--- src/rtl/mem_stage_pkg.sv ---
// Shared definitions for the memory stage: opcodes, access sizes,
// FSM states, trap causes and the store-side lane helpers.
package mem_stage_pkg;

    localparam logic [6:0] OPC_LOAD  = 7'b0000011;
    localparam logic [6:0] OPC_STORE = 7'b0100011;

    localparam logic [1:0] LDSZ_BYTE = 2'b00;
    localparam logic [1:0] LDSZ_HALF = 2'b01;
    localparam logic [1:0] LDSZ_WORD = 2'b11;

    typedef enum logic [1:0] {
        ST_IDLE   = 2'd0,
        ST_REQ    = 2'd1,
        ST_WAIT_R = 2'd2,
        ST_DONE   = 2'd3
    } state_t;

    typedef enum logic {
        CAUSE_MISALIGN    = 1'b0,
        CAUSE_BUS_TIMEOUT = 1'b1
    } trap_cause_t;

    // Byte lanes touched by an access of the given size at the given offset.
    function automatic logic [3:0] byteEnables(input logic [1:0] ldsz, input logic [1:0] shift);
        logic [3:0] be;
        case (ldsz)
            LDSZ_BYTE: be = 4'b0001 << shift;
            LDSZ_HALF: be = 4'b0011 << shift;
            default:   be = 4'b1111;
        endcase
        return be;
    endfunction

    // Replicate store data across the word so every lane carries the operand.
    function automatic logic [31:0] storeData(input logic [1:0] ldsz, input logic [31:0] d);
        logic [31:0] w;
        case (ldsz)
            LDSZ_BYTE: w = {4{d[7:0]}};
            LDSZ_HALF: w = {2{d[15:0]}};
            default:   w = d;
        endcase
        return w;
    endfunction

endpackage

--- src/rtl/mem_stage_if.sv ---
// Data-memory bus between the memory stage (master) and memory (slave),
// using a req/gnt request phase and an rvalid response phase.
interface mem_stage_if;

    logic        dmem_req;
    logic        dmem_we;
    logic [3:0]  dmem_be;
    logic [31:0] dmem_addr;
    logic [31:0] dmem_wdata;
    logic        dmem_gnt;
    logic        dmem_rvalid;
    logic [31:0] dmem_rdata;

    modport master (
        output dmem_req, dmem_we, dmem_be, dmem_addr, dmem_wdata,
        input  dmem_gnt, dmem_rvalid, dmem_rdata
    );

    modport slave (
        input  dmem_req, dmem_we, dmem_be, dmem_addr, dmem_wdata,
        output dmem_gnt, dmem_rvalid, dmem_rdata
    );

endinterface

--- src/rtl/mem_stage_load_align.sv ---
// Moves the addressed byte/half of a read word down to bit 0 and
// zero- or sign-extends it to 32 bits.
module load_align
    import mem_stage_pkg::*;
(
    input  logic [31:0] i_rdata,
    input  logic [1:0]  i_ldsz,
    input  logic [1:0]  i_ldshift,
    input  logic        i_ldunsigned,
    output logic [31:0] o_data
);

    logic [31:0] w_shifted;

    assign w_shifted = i_rdata >> {i_ldshift, 3'b000};

    // Extend the selected lane according to the access size and signedness
    always_comb begin
        o_data = w_shifted;
        case (i_ldsz)
            LDSZ_BYTE: o_data = i_ldunsigned ? {24'd0, w_shifted[7:0]}
                                             : {{24{w_shifted[7]}}, w_shifted[7:0]};
            LDSZ_HALF: o_data = i_ldunsigned ? {16'd0, w_shifted[15:0]}
                                             : {{16{w_shifted[15]}}, w_shifted[15:0]};
            default:   o_data = w_shifted;
        endcase
    end

endmodule

--- src/rtl/mem_stage.sv ---
// Memory pipeline stage: registers the EX result, runs loads/stores on the
// data bus, forwards results to EX and retires instructions to writeback.
module mem_stage
    import mem_stage_pkg::*;
#(
    parameter int BUS_TIMEOUT = 255
) (
    input  logic               clk,
    input  logic               reset_n,
    input  logic               ext_stall,
    input  logic               ex_valid,
    input  logic [6:0]         ex_opcode,
    input  logic [4:0]         ex_rd,
    input  logic [31:0]        ex_res,
    input  logic [31:0]        ex_store_data,
    input  logic [1:0]         ex_ldsz,
    input  logic [1:0]         ex_ldshift,
    input  logic               ex_ldunsigned,
    input  logic               ex_trap,
    output logic               ex_ready,
    mem_stage_if.master        dmem,
    output logic [4:0]         rd_MEM,
    output logic [31:0]        res_MEM,
    output logic               wb_valid,
    output logic [4:0]         wb_rd,
    output logic [31:0]        wb_res,
    output logic               stall_req,
    output logic               trap_MEM,
    output logic               trap_cause
);

    state_t      r_state;
    logic [4:0]  r_rd;
    logic [31:0] r_res;
    logic [31:0] r_addr;
    logic [31:0] r_wdata;
    logic [3:0]  r_be;
    logic        r_isStore;
    logic        r_trap;
    logic [1:0]  r_ldsz;
    logic [1:0]  r_ldshift;
    logic        r_ldunsigned;
    logic [31:0] r_cnt;
    logic        r_gntSeen;
    logic        r_rvalidSeen;
    logic [31:0] r_rdataSeen;
    logic        r_trapMem;
    trap_cause_t r_trapCause;

    logic        w_gnt;
    logic        w_rvalid;
    logic [31:0] w_rdata;
    logic [31:0] w_loadData;
    logic        w_capture;
    logic        w_exMem;
    logic        w_timeout;
    logic        w_retire;

    // A handshake seen while frozen is held until the freeze lifts
    assign w_gnt    = dmem.dmem_gnt | r_gntSeen;
    assign w_rvalid = dmem.dmem_rvalid | r_rvalidSeen;
    assign w_rdata  = r_rvalidSeen ? r_rdataSeen : dmem.dmem_rdata;

    assign ex_ready  = (r_state == ST_IDLE) || (r_state == ST_DONE);
    assign w_capture = ex_valid && ex_ready && !ext_stall;
    assign w_exMem   = (ex_opcode == OPC_LOAD) || (ex_opcode == OPC_STORE);
    assign w_timeout = (BUS_TIMEOUT != 0) && (r_cnt == 32'(BUS_TIMEOUT - 1));

    load_align u_loadAlign (
        .i_rdata      (w_rdata),
        .i_ldsz       (r_ldsz),
        .i_ldshift    (r_ldshift),
        .i_ldunsigned (r_ldunsigned),
        .o_data       (w_loadData)
    );

    // Pipeline register, bus-transaction FSM and timeout counter
    always_ff @(posedge clk) begin
        if (!reset_n) begin
            r_state      <= ST_IDLE;
            r_rd         <= 5'd0;
            r_res        <= 32'd0;
            r_addr       <= 32'd0;
            r_wdata      <= 32'd0;
            r_be         <= 4'd0;
            r_isStore    <= 1'b0;
            r_trap       <= 1'b0;
            r_ldsz       <= 2'd0;
            r_ldshift    <= 2'd0;
            r_ldunsigned <= 1'b0;
            r_cnt        <= 32'd0;
            r_gntSeen    <= 1'b0;
            r_rvalidSeen <= 1'b0;
            r_rdataSeen  <= 32'd0;
            r_trapMem    <= 1'b0;
            r_trapCause  <= CAUSE_MISALIGN;
        end else if (ext_stall) begin
            if (r_state == ST_REQ && dmem.dmem_gnt)
                r_gntSeen <= 1'b1;
            if ((r_state == ST_REQ || r_state == ST_WAIT_R) && dmem.dmem_rvalid) begin
                r_rvalidSeen <= 1'b1;
                r_rdataSeen  <= dmem.dmem_rdata;
            end
        end else begin
            r_trapMem   <= 1'b0;
            r_trapCause <= CAUSE_MISALIGN;
            case (r_state)
                ST_IDLE, ST_DONE: begin
                    if (w_capture) begin
                        r_rd         <= ex_rd;
                        r_res        <= ex_res;
                        r_addr       <= ex_res;
                        r_wdata      <= storeData(ex_ldsz, ex_store_data);
                        r_be         <= byteEnables(ex_ldsz, ex_ldshift);
                        r_isStore    <= (ex_opcode == OPC_STORE);
                        r_trap       <= ex_trap;
                        r_ldsz       <= ex_ldsz;
                        r_ldshift    <= ex_ldshift;
                        r_ldunsigned <= ex_ldunsigned;
                        r_cnt        <= 32'd0;
                        if (ex_trap) begin
                            r_state     <= ST_DONE;
                            r_trapMem   <= 1'b1;
                            r_trapCause <= CAUSE_MISALIGN;
                        end else if (w_exMem) begin
                            r_state <= ST_REQ;
                        end else begin
                            r_state <= ST_DONE;
                        end
                    end else begin
                        r_state <= ST_IDLE;
                    end
                end
                ST_REQ: begin
                    if (w_gnt) begin
                        r_gntSeen    <= 1'b0;
                        r_rvalidSeen <= 1'b0;
                        r_cnt        <= 32'd0;
                        if (r_isStore) begin
                            r_state <= ST_DONE;
                        end else if (w_rvalid) begin
                            r_res   <= w_loadData;
                            r_state <= ST_DONE;
                        end else begin
                            r_state <= ST_WAIT_R;
                        end
                    end else if (w_timeout) begin
                        r_state      <= ST_IDLE;
                        r_cnt        <= 32'd0;
                        r_rvalidSeen <= 1'b0;
                        r_trapMem    <= 1'b1;
                        r_trapCause  <= CAUSE_BUS_TIMEOUT;
                    end else begin
                        r_cnt <= r_cnt + 32'd1;
                    end
                end
                ST_WAIT_R: begin
                    if (w_rvalid) begin
                        r_res        <= w_loadData;
                        r_rvalidSeen <= 1'b0;
                        r_cnt        <= 32'd0;
                        r_state      <= ST_DONE;
                    end else if (w_timeout) begin
                        r_state     <= ST_IDLE;
                        r_cnt       <= 32'd0;
                        r_trapMem   <= 1'b1;
                        r_trapCause <= CAUSE_BUS_TIMEOUT;
                    end else begin
                        r_cnt <= r_cnt + 32'd1;
                    end
                end
                default: r_state <= ST_IDLE;
            endcase
        end
    end

    assign dmem.dmem_req   = (r_state == ST_REQ);
    assign dmem.dmem_we    = r_isStore;
    assign dmem.dmem_be    = r_be;
    assign dmem.dmem_addr  = r_addr;
    assign dmem.dmem_wdata = r_wdata;

    // Loads only expose rd once data has landed; stores and traps never do
    assign w_retire  = (r_state == ST_DONE) && !r_trap && !r_isStore;
    assign rd_MEM    = w_retire ? r_rd : 5'd0;
    assign res_MEM   = r_res;
    assign wb_valid  = w_retire && (r_rd != 5'd0);
    assign wb_rd     = r_rd;
    assign wb_res    = r_res;
    assign stall_req = (r_state == ST_REQ) || (r_state == ST_WAIT_R);
    assign trap_MEM  = r_trapMem;
    assign trap_cause = r_trapCause;

endmodule

--- src/flat_wrapper.sv ---
// flat-port wrapper written by rule: the top's interface ports become plain ports
module mem_stage_flat import mem_stage_pkg::*;
#(
    parameter int BUS_TIMEOUT = 255
)
  (clk, reset_n, ext_stall, ex_valid, ex_opcode, ex_rd, ex_res, ex_store_data, ex_ldsz, ex_ldshift, ex_ldunsigned, ex_trap, ex_ready, rd_MEM, res_MEM, wb_valid, wb_rd, wb_res, stall_req, trap_MEM, trap_cause, dmem_dmem_req, dmem_dmem_we, dmem_dmem_be, dmem_dmem_addr, dmem_dmem_wdata, dmem_dmem_gnt, dmem_dmem_rvalid, dmem_dmem_rdata);
  mem_stage_if dmem_i ();
  input  logic clk;
  input  logic reset_n;
  input  logic ext_stall;
  input  logic ex_valid;
  input  logic [6:0] ex_opcode;
  input  logic [4:0] ex_rd;
  input  logic [31:0] ex_res;
  input  logic [31:0] ex_store_data;
  input  logic [1:0] ex_ldsz;
  input  logic [1:0] ex_ldshift;
  input  logic ex_ldunsigned;
  input  logic ex_trap;
  output logic ex_ready;
  output logic [4:0] rd_MEM;
  output logic [31:0] res_MEM;
  output logic wb_valid;
  output logic [4:0] wb_rd;
  output logic [31:0] wb_res;
  output logic stall_req;
  output logic trap_MEM;
  output logic trap_cause;
  output wire logic [$bits(dmem_i.dmem_req)-1:0] dmem_dmem_req;
  output wire logic [$bits(dmem_i.dmem_we)-1:0] dmem_dmem_we;
  output wire logic [$bits(dmem_i.dmem_be)-1:0] dmem_dmem_be;
  output wire logic [$bits(dmem_i.dmem_addr)-1:0] dmem_dmem_addr;
  output wire logic [$bits(dmem_i.dmem_wdata)-1:0] dmem_dmem_wdata;
  input wire logic [$bits(dmem_i.dmem_gnt)-1:0] dmem_dmem_gnt;
  input wire logic [$bits(dmem_i.dmem_rvalid)-1:0] dmem_dmem_rvalid;
  input wire logic [$bits(dmem_i.dmem_rdata)-1:0] dmem_dmem_rdata;
  assign dmem_dmem_req = dmem_i.dmem_req;
  assign dmem_dmem_we = dmem_i.dmem_we;
  assign dmem_dmem_be = dmem_i.dmem_be;
  assign dmem_dmem_addr = dmem_i.dmem_addr;
  assign dmem_dmem_wdata = dmem_i.dmem_wdata;
  assign dmem_i.dmem_gnt = dmem_dmem_gnt;
  assign dmem_i.dmem_rvalid = dmem_dmem_rvalid;
  assign dmem_i.dmem_rdata = dmem_dmem_rdata;
  mem_stage #(.BUS_TIMEOUT(BUS_TIMEOUT)) u_core (.clk(clk), .reset_n(reset_n), .ext_stall(ext_stall), .ex_valid(ex_valid), .ex_opcode(ex_opcode), .ex_rd(ex_rd), .ex_res(ex_res), .ex_store_data(ex_store_data), .ex_ldsz(ex_ldsz), .ex_ldshift(ex_ldshift), .ex_ldunsigned(ex_ldunsigned), .ex_trap(ex_trap), .ex_ready(ex_ready), .dmem(dmem_i), .rd_MEM(rd_MEM), .res_MEM(res_MEM), .wb_valid(wb_valid), .wb_rd(wb_rd), .wb_res(wb_res), .stall_req(stall_req), .trap_MEM(trap_MEM), .trap_cause(trap_cause));
endmodule
--- config.mk ---
export PLATFORM = sky130hd
export DESIGN_NAME = mem_stage_flat
export DESIGN_NICKNAME = d
export VERILOG_FILES = /design/src/rtl/mem_stage_pkg.sv /design/src/rtl/mem_stage_if.sv /design/src/rtl/mem_stage_load_align.sv /design/src/rtl/mem_stage.sv /design/src/flat_wrapper.sv
export SDC_FILE = /design/constraint.sdc
export NUM_CORES = 1
export LEC_CHECK = 0
export ABC_CLOCK_PERIOD_IN_PS = 4300
export BUFFER_PORTS_ARGS = -buffer_cell sky130_fd_sc_hd__buf_4
export CAP_MARGIN = 20
export CORE_MARGIN = 2
export CORE_UTILIZATION = 56
export DETAILED_ROUTE_END_ITERATION = 10
export PLACE_DENSITY = 0.95
export SLEW_MARGIN = 20
export SYNTH_ARGS = -nofsm -noshare
export SYNTH_HDL_FRONTEND = slang
export SYNTH_SLANG_ARGS = --single-unit
--- constraint.sdc ---
create_clock -name clk -period 4.3 [get_ports clk]
set_clock_uncertainty 0.1 [all_clocks]
set_input_delay 0.43 -clock clk [delete_from_list [all_inputs] [get_ports clk]]
set_output_delay 0.43 -clock clk [all_outputs]
set_load 0.05 [all_outputs]
==> impl_metrics.prom, run 1 <==
# TYPE chip_impl_metric gauge
chip_impl_metric{name="num_rows",unit=""} 46
chip_impl_metric{name="yosys_warnings",unit=""} 0
chip_impl_metric{name="timing_max_transition_violations_final",unit=""} 0
chip_impl_info{name="synth_flop_type",value="sky130_fd_sc_hd__dfxtp_1"} 1
chip_impl_metric{name="layout.filler_cells",unit=""} 1118
chip_impl_metric{name="synthToLayoutAreaGrowth",unit="%"} 26.7
chip_impl_metric{name="placeable_area",unit="µm²"} 15800
chip_impl_metric{name="count_of_nets_left_with_antenna_violations_after_detail_routing",unit=""} 0
chip_impl_info{name="tritoncts",value="yes"} 1
chip_impl_metric{name="clkSlewWorstSetupHoldPaths",unit="ns"} 0.08
chip_impl_info{name="ys_top_cells_by_area",value="sky130_fd_sc_hd__dfxtp_1 41%, sky130_fd_sc_hd__nand2_1 10%, sky130_fd_sc_hd__a21oi_1 6.5%"} 1
chip_impl_metric{name="synth.cell_area",unit="µm²"} 8980
chip_impl_metric{name="detailed_place_hpwl",unit="µm"} 20800
chip_impl_metric{name="grt_antenna_before_repair",unit=""} 0
chip_impl_metric{name="place_congestion",unit=""} 0.980
chip_impl_metric{name="grt_util_all_layers",unit="%"} 34.3
chip_impl_metric{name="path_max_fanout",unit=""} 21
chip_impl_metric{name="hold_ws",unit="ns"} 0.135
chip_impl_metric{name="cts_hold_repair.buffers",unit=""} 0
chip_impl_metric{name="first_global_vias",unit=""} 8560
chip_impl_info{name="layout.cells.most_common",value="sky130_fd_sc_hd__buf_4"} 1
chip_impl_metric{name="area_of_the_die",unit="µm²"} 17100
chip_impl_metric{name="synth_fp_nets",unit=""} 1214
chip_impl_metric{name="finalWirelength",unit="µm"} 30100
chip_impl_info{name="setup.worst_path.start_class",value="flop"} 1
chip_impl_metric{name="postSynth.asyncResetShare",unit="%"} 0
chip_impl_metric{name="register_area",unit="µm²"} 3640
chip_impl_info{name="critPathSlowestCell",value="sky130_fd_sc_hd__a2111o_1"} 1
chip_impl_metric{name="yosys_register_bits",unit=""} 182
chip_impl_metric{name="synth_edf_count",unit=""} 0
chip_impl_metric{name="cts.repair.resized",unit=""} 0
chip_impl_metric{name="synthCells",unit=""} 1089
chip_impl_metric{name="vias",unit=""} 9332
chip_impl_metric{name="detail_route.first_pass.iterations",unit=""} 8
chip_impl_metric{name="n_antenna_cell",unit=""} 0
chip_impl_info{name="worst_setup_path_class",value="reg2reg"} 1
chip_impl_metric{name="cts_num_sinks",unit=""} 182
chip_impl_metric{name="cts-root-to-sink-buffers",unit=""} 2
chip_impl_info{name="worstPathCellList",value="inv_1 > ha_1 > nor2b_1 > a2111o_1 > a311oi_2 > a21oi_1"} 1
chip_impl_metric{name="first_iter_violations",unit=""} 1276
chip_impl_metric{name="tightestPinTransition",unit="ns"} 1.05
chip_impl_metric{name="power.static_leakage",unit="µW"} 0.00449
chip_impl_metric{name="cts_max_level",unit=""} 4
chip_impl_metric{name="postCtsSetupRepairBufs",unit=""} 0
chip_impl_info{name="end_kind",value="flop"} 1
chip_impl_metric{name="cp_slowest_stage_delay",unit="ns"} 0.68
chip_impl_metric{name="hold_violations",unit=""} 0
chip_impl_metric{name="wire_length_of_the_first_global_routing_pass",unit="µm"} 45600
chip_impl_metric{name="floorplan.initialDensity",unit="%"} 56.9
chip_impl_info{name="ctsRootBufferMaster",value="sky130_fd_sc_hd__clkbuf_16"} 1
chip_impl_metric{name="fp.dieW",unit="µm"} 131
chip_impl_info{name="run_status",value="complete, no violations"} 1
chip_impl_metric{name="boundaryPins",unit=""} 269
chip_impl_metric{name="period_share",unit="%"} 73.9
chip_impl_metric{name="worst_skew_pair.late_latency",unit="ns"} 0.43
chip_impl_info{name="mostFrequentLayoutCells",value="277 x sky130_fd_sc_hd__buf_4, 239 x sky130_fd_sc_hd__nand2_1, 182 x sky130_fd_sc_hd__dfxtp_1, 117 x sky130_fd_sc_hd__a21oi_1, 79 x sky130_fd_sc_hd__nor2_1"} 1
chip_impl_metric{name="post-route-drc-count",unit=""} 0
chip_impl_metric{name="worst_relative_slew_slack",unit="%"} 30.0
chip_impl_metric{name="post_dr_wirelength_cell",unit="µm"} 20.0
chip_impl_metric{name="avgSynthCellArea",unit="µm²"} 8.24
chip_impl_metric{name="fmaxAchievable",unit="MHz"} 315
chip_impl_info{name="grt_setup_unrepaired",value="no"} 1
chip_impl_metric{name="drive_gt1_share",unit="%"} 27.9
chip_impl_metric{name="power_density",unit="nW/µm²"} 417
chip_impl_metric{name="grt_start_max_net_pins",unit=""} 100
chip_impl_metric{name="floorplan_die_height",unit="µm"} 131
chip_impl_metric{name="portBuffers",unit=""} 268
chip_impl_metric{name="cp.required",unit="ns"} 4.48
chip_impl_metric{name="tritoncts.num_buffers",unit=""} 17
chip_impl_metric{name="ys_types",unit=""} 62
chip_impl_metric{name="avgViaCountPerCell",unit=""} 6.22
chip_impl_metric{name="multi_input_area",unit="µm²"} 4720
chip_impl_metric{name="global_route.overflow_total",unit=""} 0
chip_impl_metric{name="final-setup-viol-count",unit=""} 0
chip_impl_metric{name="drv.max_cap_violation_count",unit=""} 0
chip_impl_metric{name="irDropWorstVdd",unit="µV"} 319
chip_impl_metric{name="seq_area_frac_synth",unit="%"} 40.6
chip_impl_metric{name="shortest_clock_period_the_worst_path_allows_after_layout",unit="ns"} 3.18
chip_impl_metric{name="synth_top_cell_area_share",unit="%"} 40.6
chip_impl_info{name="worstHoldPathType",value="in2reg"} 1
chip_impl_info{name="synth_top_area_cell",value="sky130_fd_sc_hd__dfxtp_1"} 1
chip_impl_metric{name="crit_arrival",unit="ns"} 3.36
chip_impl_metric{name="layout.nets",unit=""} 1396
chip_impl_metric{name="totalNegativeSetupSlack",unit="ns"} 0
[worst max-delay path: cells and delay by family, from the launching register on]
kind	cells	cell delay, ns
flip-flops	1	0.43
AO/OA/AOI/OAI	3	1.52
adder cells (fa/ha/maj)	1	0.55
AND/OR/NAND/NOR	1	0.33
buffers and inverters	1	0.08
[synthesized netlist by cell type (5+ instances only)]
cell type	n
sky130_fd_sc_hd__nand2_1	240
sky130_fd_sc_hd__dfxtp_1	182
sky130_fd_sc_hd__a21oi_1	117
sky130_fd_sc_hd__nor2_1	79
sky130_fd_sc_hd__clkbuf_1	66
sky130_fd_sc_hd__o21ai_0	33
sky130_fd_sc_hd__buf_4	32
sky130_fd_sc_hd__mux2i_1	31
sky130_fd_sc_hd__o211ai_1	26
sky130_fd_sc_hd__mux4_2	24
sky130_fd_sc_hd__nor3_1	21
sky130_fd_sc_hd__or3_1	21
sky130_fd_sc_hd__nor4_1	16
sky130_fd_sc_hd__xnor2_1	16
sky130_fd_sc_hd__nand3_1	15
sky130_fd_sc_hd__inv_1	14
sky130_fd_sc_hd__nand4_1	12
sky130_fd_sc_hd__a211oi_1	11
sky130_fd_sc_hd__and2_1	10
sky130_fd_sc_hd__mux2_2	10
sky130_fd_sc_hd__a221o_1	8
sky130_fd_sc_hd__a311oi_1	8
sky130_fd_sc_hd__buf_1	8
sky130_fd_sc_hd__a32oi_1	7
sky130_fd_sc_hd__buf_2	7
sky130_fd_sc_hd__xor2_1	6
sky130_fd_sc_hd__a31oi_1	5
sky130_fd_sc_hd__ha_1	5
sky130_fd_sc_hd__nor2b_1	5
sky130_fd_sc_hd__nor3b_1	5
[stage by stage]
| step | cell area [µm²] | power [µW] | utilization [%] | worst slack [ns] | instances |
|---|---|---|---|---|---|
| detailed placement | 10800 | 3110 | 68.3 | 1.27 | 1468 |
| finish | 11400 | 4740 | 72.1 | 1.12 | 1500 |
| global placement | 10800 | 3080 | 68.3 | 1.43 | 1468 |
| global route | 11400 | 4860 | 72.1 | 0.870 | 1500 |
| CTS | 11400 | 4720 | 72.1 | 1.20 | 1500 |
| floorplan | 8980 | 2730 | - | 1.45 | 1089 |
[final cells by class]
cell class / instances / share of cell area (%)
Multi-Input combinational cell: 778 / 41.5
Sequential cell: 182 / 32.0
Inverter: 15 / 0.506
Clock inverter: 15 / 1.59
Clock buffer: 17 / 3.74
Tap cell: 216 / 2.38
Timing Repair Buffer: 277 / 18.3
[report_power, final]
group,internal [µW],switching (µW)
Sequential,1780,88.3
Clock,884,753
Combinational,393,842
[logic make-up after synthesis]
kind of cell	Yosys count	share of synthesized area (%)
simple gates	447	22.3
compound gates	239	16.6
flops	182	40.6
buf+inv	129	6.91
mux	65	10.7
xor+xnor	22	2.15
fa+ha+maj	5	0.697
[sequential cells by signal, indices dropped and copies added, names as in the netlist]
register,flops
u_core.dmem.dmem_addr,32
u_core.dmem.dmem_be,4
u_core.dmem.dmem_wdata,32
u_core.dmem.dmem_we,1
u_core.r_cnt,32
u_core.r_gntSeen,1
u_core.r_ldshift,2
u_core.r_ldsz,2
u_core.r_ldunsigned,1
u_core.r_rdataSeen,32
u_core.r_rvalidSeen,1
u_core.r_state,2
u_core.r_trap,1
u_core.res_MEM,32
u_core.trap_MEM,1
u_core.trap_cause,1
u_core.wb_rd,5
[worst paths after layout]
check / from / endpoint / slack (ns) / depth (start not counted)
min: ex_rd[3] / u_core.wb_rd[3]$_SDFFE_PN0P_ / 0.13 / 3
min reg2reg: u_core.r_rdataSeen[1]$_SDFFE_PN0P_ / u_core.r_rdataSeen[1]$_SDFFE_PN0P_ / 0.35 / 2
max reg2reg: u_core.r_state[0]$_SDFFE_PN0N_ / u_core.res_MEM[11]$_SDFFE_PN0P_ / 1.12 / 6
max: u_core.r_state[0]$_SDFFE_PN0N_ / u_core.res_MEM[11]$_SDFFE_PN0P_ / 1.12 / 6
[layer usage]
| layer | GRT usage (%) | share of wire (%) | up-vias |
|---|---|---|---|
| met5 | 0 | 0 | - |
| met4 | 15.5 | 5.1 | 0 |
| met3 | 6.96 | 9.4 | 139 |
| met2 | 55.8 | 48 | 665 |
| met1 | 44.3 | 37 | 4367 |
| li1 | - | - | 4161 |
Note: power is estimated with default switching activity, not from simulation.
==> run 2: changes to the inputs <==
--- a/config.mk
+++ b/config.mk
@@ -5,13 +5,14 @@
 export SDC_FILE = /design/constraint.sdc
 export NUM_CORES = 1
 export LEC_CHECK = 0
-export ABC_CLOCK_PERIOD_IN_PS = 4300
+export ABC_AREA = 1
+export ABC_CLOCK_PERIOD_IN_PS = 3100
 export BUFFER_PORTS_ARGS = -buffer_cell sky130_fd_sc_hd__buf_4
 export CAP_MARGIN = 20
 export CORE_MARGIN = 2
-export CORE_UTILIZATION = 56
+export CORE_UTILIZATION = 52
 export DETAILED_ROUTE_END_ITERATION = 10
-export PLACE_DENSITY = 0.95
+export PLACE_DENSITY = 0.92
 export SLEW_MARGIN = 20
 export SYNTH_ARGS = -nofsm -noshare
 export SYNTH_HDL_FRONTEND = slang
==> constraint.sdc (replaced) <==
create_clock -name clk -period 3.1 [get_ports clk]
set_clock_uncertainty 0.1 [all_clocks]
set_input_delay 0.31 -clock clk [delete_from_list [all_inputs] [get_ports clk]]
set_output_delay 0.31 -clock clk [all_outputs]
set_load 0.05 [all_outputs]
==> run 2 against run 1 <==
  * Design area up 1.4%
  * Worst setup slack worse by 0.74 ns
  * Final cell count up 20%
  * Count of clock-buffer cells in the layout up 2
  * Synthesized cell count up 24%
  * Hold slack worse by 0.13 ns
  * Highest routed layer unchanged
==> impl_metrics.prom, run 2 <==
# TYPE chip_impl_metric gauge
chip_impl_info{name="run_status",value="complete, no violations"} 1
chip_impl_metric{name="cells_on_worst_hold_path",unit=""} 3
chip_impl_metric{name="synth_edf_count",unit=""} 0
chip_impl_metric{name="avgViaCountPerCell",unit=""} 5.60
chip_impl_metric{name="synth_top_cell_area_share",unit="%"} 40.4
chip_impl_metric{name="drive_gt1_share",unit="%"} 22.4
chip_impl_info{name="critPathSlowestCell",value="sky130_fd_sc_hd__dfxtp_1"} 1
chip_impl_metric{name="finalWirelength",unit="µm"} 29700
chip_impl_metric{name="post_dr_wirelength_cell",unit="µm"} 16.6
chip_impl_metric{name="totalNegativeSetupSlack",unit="ns"} 0
chip_impl_metric{name="detail_route.first_pass.iterations",unit=""} 7
chip_impl_metric{name="grt_antenna_before_repair",unit=""} 0
chip_impl_metric{name="ys_types",unit=""} 38
chip_impl_metric{name="power_density",unit="nW/µm²"} 578
chip_impl_metric{name="avgSynthCellArea",unit="µm²"} 6.66
chip_impl_metric{name="seq_area_frac_synth",unit="%"} 40.4
chip_impl_metric{name="path_max_fanout",unit=""} 52
chip_impl_metric{name="place_congestion",unit=""} 0.979
chip_impl_metric{name="first_iter_violations",unit=""} 1195
chip_impl_metric{name="fmaxAchievable",unit="MHz"} 367
chip_impl_metric{name="area_of_the_die",unit="µm²"} 18400
chip_impl_metric{name="wire_length_of_the_first_global_routing_pass",unit="µm"} 46200
chip_impl_metric{name="power.static_leakage",unit="µW"} 0.00533
chip_impl_metric{name="vias",unit=""} 10000
chip_impl_info{name="setup.worst_path.start_class",value="flop"} 1
chip_impl_metric{name="rrSetupSlack",unit="ns"} 0.59
chip_impl_info{name="end_kind",value="primary output"} 1
chip_impl_info{name="tritoncts",value="yes"} 1
chip_impl_metric{name="crit_arrival",unit="ns"} 2.31
chip_impl_metric{name="placeable_area",unit="µm²"} 17100
chip_impl_metric{name="shortest_clock_period_the_worst_path_allows_after_layout",unit="ns"} 2.72
chip_impl_info{name="layout.cells.most_common",value="sky130_fd_sc_hd__buf_4"} 1
chip_impl_metric{name="final-setup-viol-count",unit=""} 0
chip_impl_metric{name="first_global_vias",unit=""} 9281
chip_impl_metric{name="cp.required",unit="ns"} 2.69
chip_impl_metric{name="postSynth.asyncResetShare",unit="%"} 0
chip_impl_metric{name="layout.nets",unit=""} 1681
chip_impl_metric{name="cts.repair.resized",unit=""} 0
chip_impl_info{name="ys_top_cells_by_area",value="sky130_fd_sc_hd__dfxtp_1 40%, sky130_fd_sc_hd__nand2_1 12%, sky130_fd_sc_hd__nor2_1 9.1%"} 1
chip_impl_metric{name="detailed_place_hpwl",unit="µm"} 21500
chip_impl_metric{name="boundaryPins",unit=""} 269
chip_impl_metric{name="portBuffers",unit=""} 268
chip_impl_metric{name="timing_max_transition_violations_final",unit=""} 0
chip_impl_metric{name="post-route-drc-count",unit=""} 0
chip_impl_info{name="worstPathCellList",value="inv_1 > ha_1 > buf_4 > clkinv_1 > buf_4 > buf_4"} 1
chip_impl_metric{name="clkSlewWorstSetupHoldPaths",unit="ns"} 0.07
chip_impl_metric{name="synth_fp_nets",unit=""} 1478
chip_impl_metric{name="tritoncts.num_buffers",unit=""} 17
chip_impl_metric{name="floorplan_die_height",unit="µm"} 136
chip_impl_info{name="critPathMostFrequentCell",value="sky130_fd_sc_hd__buf_4"} 1
chip_impl_metric{name="count_of_nets_left_with_antenna_violations_after_detail_routing",unit=""} 0
chip_impl_metric{name="cts-root-to-sink-buffers",unit=""} 2
chip_impl_metric{name="worst_relative_slew_slack",unit="%"} 38.1
chip_impl_metric{name="placedInstanceArea",unit="µm²"} 10900
chip_impl_metric{name="irDropWorstVdd",unit="µV"} 442
chip_impl_info{name="worst_setup_path_class",value="reg2out"} 1
chip_impl_metric{name="final_cell_area",unit="µm²"} 11500
chip_impl_info{name="synth_top_area_cell",value="sky130_fd_sc_hd__dfxtp_1"} 1
chip_impl_metric{name="worst-r2r-cell-count",unit=""} 8
chip_impl_metric{name="grt_start_max_net_pins",unit=""} 65
chip_impl_metric{name="floorplan.initialDensity",unit="%"} 52.6
chip_impl_metric{name="num_rows",unit=""} 48
chip_impl_info{name="mostFrequentLayoutCells",value="287 x sky130_fd_sc_hd__buf_4, 286 x sky130_fd_sc_hd__nand2_1, 217 x sky130_fd_sc_hd__nor2_1, 182 x sky130_fd_sc_hd__dfxtp_1, 146 x sky130_fd_sc_hd__o21ai_0"} 1
chip_impl_metric{name="yosys_warnings",unit=""} 0
chip_impl_info{name="yosys-top-cells-count",value="286 x sky130_fd_sc_hd__nand2_1, 218 x sky130_fd_sc_hd__nor2_1, 182 x sky130_fd_sc_hd__dfxtp_1, 146 x sky130_fd_sc_hd__o21ai_0, 95 x sky130_fd_sc_hd__inv_1"} 1
chip_impl_info{name="synth_most_common_cell",value="sky130_fd_sc_hd__nand2_1"} 1
chip_impl_metric{name="hold_violations",unit=""} 0
chip_impl_metric{name="tightestPinTransition",unit="ns"} 0.928
chip_impl_info{name="grt_setup_unrepaired",value="no"} 1
chip_impl_metric{name="synthCells",unit=""} 1353
chip_impl_metric{name="total_power",unit="µW"} 6670
chip_impl_metric{name="cp_slowest_stage_delay",unit="ns"} 0.40
chip_impl_metric{name="layout.filler_cells",unit=""} 1416
chip_impl_metric{name="global_route.overflow_total",unit=""} 0
chip_impl_metric{name="cts_num_sinks",unit=""} 182
chip_impl_metric{name="period_share",unit="%"} 87.8
chip_impl_metric{name="synth.cell_area",unit="µm²"} 9010
chip_impl_metric{name="drv.max_cap_violation_count",unit=""} 0
chip_impl_metric{name="synthToLayoutAreaGrowth",unit="%"} 28.0
chip_impl_metric{name="worst_skew_pair.late_latency",unit="ns"} 0.44
chip_impl_metric{name="grt_util_all_layers",unit="%"} 31.5
chip_impl_info{name="synth_flop_type",value="sky130_fd_sc_hd__dfxtp_1"} 1
chip_impl_info{name="worstHoldPathType",value="in2reg"} 1
chip_impl_metric{name="cts_max_level",unit=""} 4
chip_impl_info{name="ctsRootBufferMaster",value="sky130_fd_sc_hd__clkbuf_16"} 1
chip_impl_metric{name="n_antenna_cell",unit=""} 0
chip_impl_metric{name="fp.dieW",unit="µm"} 136
chip_impl_metric{name="yosys_register_bits",unit=""} 182
-- run 2: cell types whose count changed in the layout (fill, tap and decap cells not counted), sizes merged, moves of 17 or more --
cell	change
inv	+81
nor2	+141
mux2i	-31
mux4	-24
o211ai	-17
a21oi	-22
or2	+19
o21ai	+139
nand3	+46
nand2	+47
or3	-22
-- run 2: kinds of logic after synthesis --
group	Yosys count	synth area share (%)
compound gates	324	19.5
xor+xnor	4	0.389
fa+ha+maj	5	0.694
buf+inv	207	10.4
flops	182	40.4
simple gates	631	28.6
-- run 2: report_power, final --
part / switching, µW / internal (µW)
registers: 112 / 2490
clock network: 989 / 1240
logic: 1280 / 559
total: 2380 / 4290
-- run 2: per-stage QoR --
step                setup slack, ns  cells  util [%]  hold slack [ns]
finish                        0.378   1793      67.4          0.00729
global route                  0.258   1793      67.4          0.00975
CTS                           0.413   1793      67.4          0.00215
detailed placement            0.613   1759      63.7            0.353
global placement              0.710   1759      63.7            0.335
floorplan                     0.503   1353         -            0.324
-- run 2: final timing paths --
kind,start,endpoint
max,u_core.r_state[0]$_SDFFE_PN0N_,stall_req
min,ex_store_data[8],u_core.dmem.dmem_wdata[8]$_SDFFE_PN0P_
max reg2reg,u_core.r_state[0]$_SDFFE_PN0N_,u_core.r_rdataSeen[31]$_SDFFE_PN0P_
min reg2reg,u_core.r_rdataSeen[18]$_SDFFE_PN0P_,u_core.r_rdataSeen[18]$_SDFFE_PN0P_
-- run 2: what timing repair did --
| item | in CTS | in global routing |
|---|---|---|
| hold buffers | 3 | 0 |
| endpoints found under the hold margin | 3 | 0 |
| setup buffers | 0 | 0 |
-- run 2: layer usage --
metal | share of wire, % | GRT usage (%)
met1 | 40 | 40.8
met2 | 46 | 49.2
met3 | 9.6 | 8.12
met4 | 4.1 | 14.9
met5 | 0 | 0
-- run 2: area by class of cell --
cell class	count	area (µm²)	area share, %
multi-input combinational	964	4440	38.5
sequential	182	3640	31.6
timing repair buffer	291	2200	19.1
clock buffer	19	453	3.93
inverter	100	375	3.25
tap	225	282	2.44
clock inverter	12	141	1.23
-- run 2: worst max-delay path, delay by kind of cell, from the launching register on --
kind,cells,cell delay (ns)
fa+ha+maj,1,0.40
flops,1,0.40
buf+inv,5,1.05
==> run 3: changes to the inputs <==
--- a/config.mk
+++ b/config.mk
@@ -5,14 +5,14 @@
 export SDC_FILE = /design/constraint.sdc
 export NUM_CORES = 1
 export LEC_CHECK = 0
-export ABC_AREA = 1
 export ABC_CLOCK_PERIOD_IN_PS = 3100
 export BUFFER_PORTS_ARGS = -buffer_cell sky130_fd_sc_hd__buf_4
 export CAP_MARGIN = 20
 export CORE_MARGIN = 2
 export CORE_UTILIZATION = 52
 export DETAILED_ROUTE_END_ITERATION = 10
-export PLACE_DENSITY = 0.92
+export GPL_TIMING_DRIVEN = 0
+export PLACE_DENSITY = 0.8
 export SLEW_MARGIN = 20
 export SYNTH_ARGS = -nofsm -noshare
 export SYNTH_HDL_FRONTEND = slang
==> run 3 against run 2 <==
  * Maximum frequency down 8.1%
  * Clock power grew 2%
  * Combinational power is essentially flat
  * Global-route usage is 2.2 points higher
  * Final cell count fell by 9.9%
  * Critical endpoint is now u_core.res_MEM[22]$_SDFFE_PN0P_
  * Critical path depth grew 2
  * Hold slack better by 0.0040 ns
  * Core utilization rose by 2.3 points
  * Sequential power hardly changed
  * Critical path type is now reg2reg
  * Highest routed layer unchanged
==> impl_metrics.prom, run 3 (synthesized netlist as in run 1, its figures left out) <==
# TYPE chip_impl_metric gauge
chip_impl_info{name="run_status",value="complete, no violations"} 1
chip_impl_metric{name="hold_violations",unit=""} 0
chip_impl_metric{name="synthToLayoutAreaGrowth",unit="%"} 32.4
chip_impl_metric{name="vias",unit=""} 9360
chip_impl_metric{name="gr-usage-met1",unit="%"} 44.0
chip_impl_metric{name="cp.required",unit="ns"} 3.33
chip_impl_metric{name="placeable_area",unit="µm²"} 17100
chip_impl_info{name="worst_setup_path_class",value="reg2reg"} 1
chip_impl_metric{name="count_of_nets_left_with_antenna_violations_after_detail_routing",unit=""} 0
chip_impl_metric{name="post-route-drc-count",unit=""} 0
chip_impl_metric{name="layout.filler_cells",unit=""} 1429
chip_impl_metric{name="timing_max_transition_violations_final",unit=""} 0
chip_impl_metric{name="first_global_vias",unit=""} 8731
chip_impl_metric{name="worst_relative_slew_slack",unit="%"} 41.7
chip_impl_metric{name="fmaxAchievable",unit="MHz"} 337
chip_impl_metric{name="rrSetupSlack",unit="ns"} 0.14
chip_impl_metric{name="grt_util_all_layers",unit="%"} 33.7
chip_impl_metric{name="detailed_place_hpwl",unit="µm"} 24000
chip_impl_metric{name="n_antenna_cell",unit=""} 0
chip_impl_metric{name="detail_route.first_pass.iterations",unit=""} 5
chip_impl_metric{name="met3_usage",unit="%"} 7.78
chip_impl_info{name="layout.cells.most_common",value="sky130_fd_sc_hd__buf_4"} 1
chip_impl_metric{name="post-route-worst-setup-slack",unit="ns"} 0.137
chip_impl_metric{name="floorplan.initialDensity",unit="%"} 52.6
chip_impl_metric{name="shortest_clock_period_the_worst_path_allows_after_layout",unit="ns"} 2.96
chip_impl_metric{name="cells_on_worst_hold_path",unit=""} 3
chip_impl_metric{name="wire_length_of_the_first_global_routing_pass",unit="µm"} 47800
chip_impl_info{name="reg2reg_to",value="u_core.res_MEM[22]$_SDFFE_PN0P_"} 1
chip_impl_metric{name="finalWirelength",unit="µm"} 31400
chip_impl_metric{name="first_iter_violations",unit=""} 640
chip_impl_metric{name="path_max_fanout",unit=""} 12
chip_impl_metric{name="global_route.overflow_total",unit=""} 0
chip_impl_metric{name="cts-root-to-sink-buffers",unit=""} 2
chip_impl_info{name="tritoncts",value="yes"} 1
chip_impl_metric{name="cts_max_level",unit=""} 4
chip_impl_metric{name="area_of_the_die",unit="µm²"} 18300
chip_impl_metric{name="period_share",unit="%"} 95.6
chip_impl_metric{name="layout.nets",unit=""} 1502
chip_impl_info{name="min_from",value="ex_rd[0]"} 1
chip_impl_info{name="grt_most_used_layer",value="met2"} 1
chip_impl_metric{name="avgViaCountPerCell",unit=""} 5.80
chip_impl_info{name="end_kind",value="flop"} 1
chip_impl_metric{name="grt_antenna_before_repair",unit=""} 0
chip_impl_info{name="worstHoldPathType",value="in2reg"} 1
chip_impl_metric{name="place_congestion",unit=""} 0.942
chip_impl_metric{name="grt_start_max_net_pins",unit=""} 19
chip_impl_metric{name="crit_arrival",unit="ns"} 3.19
chip_impl_metric{name="portBuffers",unit=""} 267
chip_impl_metric{name="irDropWorstVdd",unit="µV"} 413
chip_impl_metric{name="cts_hold_repair.buffers",unit=""} 0
chip_impl_metric{name="placed_cells_incl_taps",unit=""} 1581
chip_impl_metric{name="fp.dieW",unit="µm"} 135
chip_impl_metric{name="drv.max_cap_violation_count",unit=""} 0
chip_impl_metric{name="total_power",unit="µW"} 6690
chip_impl_metric{name="worst-r2r-cell-count",unit=""} 8
chip_impl_metric{name="power.static_leakage",unit="µW"} 0.00476
chip_impl_info{name="worstReg2RegStart",value="u_core.r_state[0]$_SDFFE_PN0N_"} 1
chip_impl_metric{name="hold_ws",unit="ns"} 0.0113
chip_impl_info{name="setup.worst_path.start_class",value="flop"} 1
chip_impl_metric{name="worst_skew_pair.late_latency",unit="ns"} 0.44
chip_impl_metric{name="tightestPinTransition",unit="ns"} 0.872
chip_impl_metric{name="clkSlewWorstSetupHoldPaths",unit="ns"} 0.08
chip_impl_info{name="mostFrequentLayoutCells",value="302 x sky130_fd_sc_hd__buf_4, 240 x sky130_fd_sc_hd__nand2_1, 182 x sky130_fd_sc_hd__dfxtp_1, 117 x sky130_fd_sc_hd__a21oi_1, 79 x sky130_fd_sc_hd__nor2_1"} 1
chip_impl_info{name="grt_setup_unrepaired",value="no"} 1
chip_impl_info{name="min_delay_worst_endpoint",value="u_core.wb_rd[0]$_SDFFE_PN0P_"} 1
chip_impl_metric{name="post_dr_wirelength_cell",unit="µm"} 19.4
chip_impl_metric{name="power_density",unit="nW/µm²"} 563
chip_impl_metric{name="grtUsageMet2",unit="%"} 55.6
chip_impl_metric{name="tritoncts.num_buffers",unit=""} 17
chip_impl_metric{name="floorplan_die_height",unit="µm"} 135
chip_impl_metric{name="cts_num_sinks",unit=""} 182
chip_impl_metric{name="drive_gt1_share",unit="%"} 28.1
chip_impl_metric{name="boundaryPins",unit=""} 269
chip_impl_metric{name="pre_cts_slack",unit="ns"} -0.253
chip_impl_metric{name="finish.cell_count_without_fillers",unit=""} 1615
chip_impl_metric{name="final-setup-viol-count",unit=""} 0
chip_impl_info{name="ctsRootBufferMaster",value="sky130_fd_sc_hd__clkbuf_16"} 1
chip_impl_metric{name="num_rows",unit=""} 48
run 3: cell count changes in the layout (fill, tap and decap cells not counted), moves of 26 or more:
cell / previous run / this run
sky130_fd_sc_hd__nand3_1: 61 / 15
sky130_fd_sc_hd__o21ai_1: 28 / 2
sky130_fd_sc_hd__o21ai_0: 146 / 33
sky130_fd_sc_hd__nand2_1: 286 / 240
sky130_fd_sc_hd__mux2i_1: 0 / 31
sky130_fd_sc_hd__inv_1: 94 / 14
sky130_fd_sc_hd__nor2_1: 217 / 79
sky130_fd_sc_hd__clkbuf_1: 0 / 65
run 3: worst max-delay path by stage:
stage,start,endpoint
global route,u_core.r_state[0]$_SDFFE_PN0N_,u_core.dmem.dmem_wdata[19]$_SDFFE_PN0P_
detailed placement,u_core.r_state[0]$_SDFFE_PN0N_,u_core.dmem.dmem_wdata[19]$_SDFFE_PN0P_
global placement,u_core.r_state[0]$_SDFFE_PN0N_,u_core.dmem.dmem_be[2]$_SDFFE_PN0P_
floorplan,u_core.r_state[0]$_SDFFE_PN0N_,u_core.res_MEM[21]$_SDFFE_PN0P_
CTS,u_core.r_state[0]$_SDFFE_PN0N_,u_core.res_MEM[22]$_SDFFE_PN0P_
finish,u_core.r_state[0]$_SDFFE_PN0N_,u_core.res_MEM[22]$_SDFFE_PN0P_
run 3: per-stage QoR:
stage,TNS [ns],area [µm²],util [%]
CTS,0,11900,69.7
detailed placement,-4.73,11300,66.0
global placement,-2.62,11300,66.0
finish,0,11900,69.7
floorplan,0,8980,-
global route,0,11900,69.7
run 3: area by class of cell:
cell class | count | area, µm² | area share (%)
buffer | 113 | 562 | 4.72
clock buffer | 17 | 425 | 3.58
clock inverter | 15 | 179 | 1.50
inverter | 15 | 56.3 | 0.474
multi-input combinational | 778 | 4720 | 39.7
sequential | 182 | 3640 | 30.6
tap | 225 | 282 | 2.37
timing repair buffer | 270 | 2030 | 17.0
run 3: critical path: stages, from the launching register on:
cell and delay, ns:
sky130_fd_sc_hd__dfxtp_1 0.44, sky130_fd_sc_hd__inv_1 0.08, sky130_fd_sc_hd__ha_2 0.53, sky130_fd_sc_hd__nor2b_1 0.53, sky130_fd_sc_hd__a2111oi_4 0.14, sky130_fd_sc_hd__nand2_1 0.23
sky130_fd_sc_hd__clkbuf_1 0.40, sky130_fd_sc_hd__nor2_1 0.09, sky130_fd_sc_hd__a221o_1 0.33
run 3: report_power, final:
| group | internal (µW) | switching (µW) |
|---|---|---|
| sequential | 2470 | 118 |
| combinational | 620 | 1200 |
| clock | 1230 | 1050 |
run 3: layer usage:
layer	vias to the layer above	part of all wire, %
met2	447	49
met1	4475	40
met4	0	2.7
li1	4377	-
met3	61	8.8
met5	-	0
run 3: what timing repair did:
item | in CTS | in global routing
resized for setup | 1 | 1
setup buffers | 3 | 0
setup endpoints to repair | 40 | 36
pin swaps | 1 | 0
gates cloned | 0 | 0
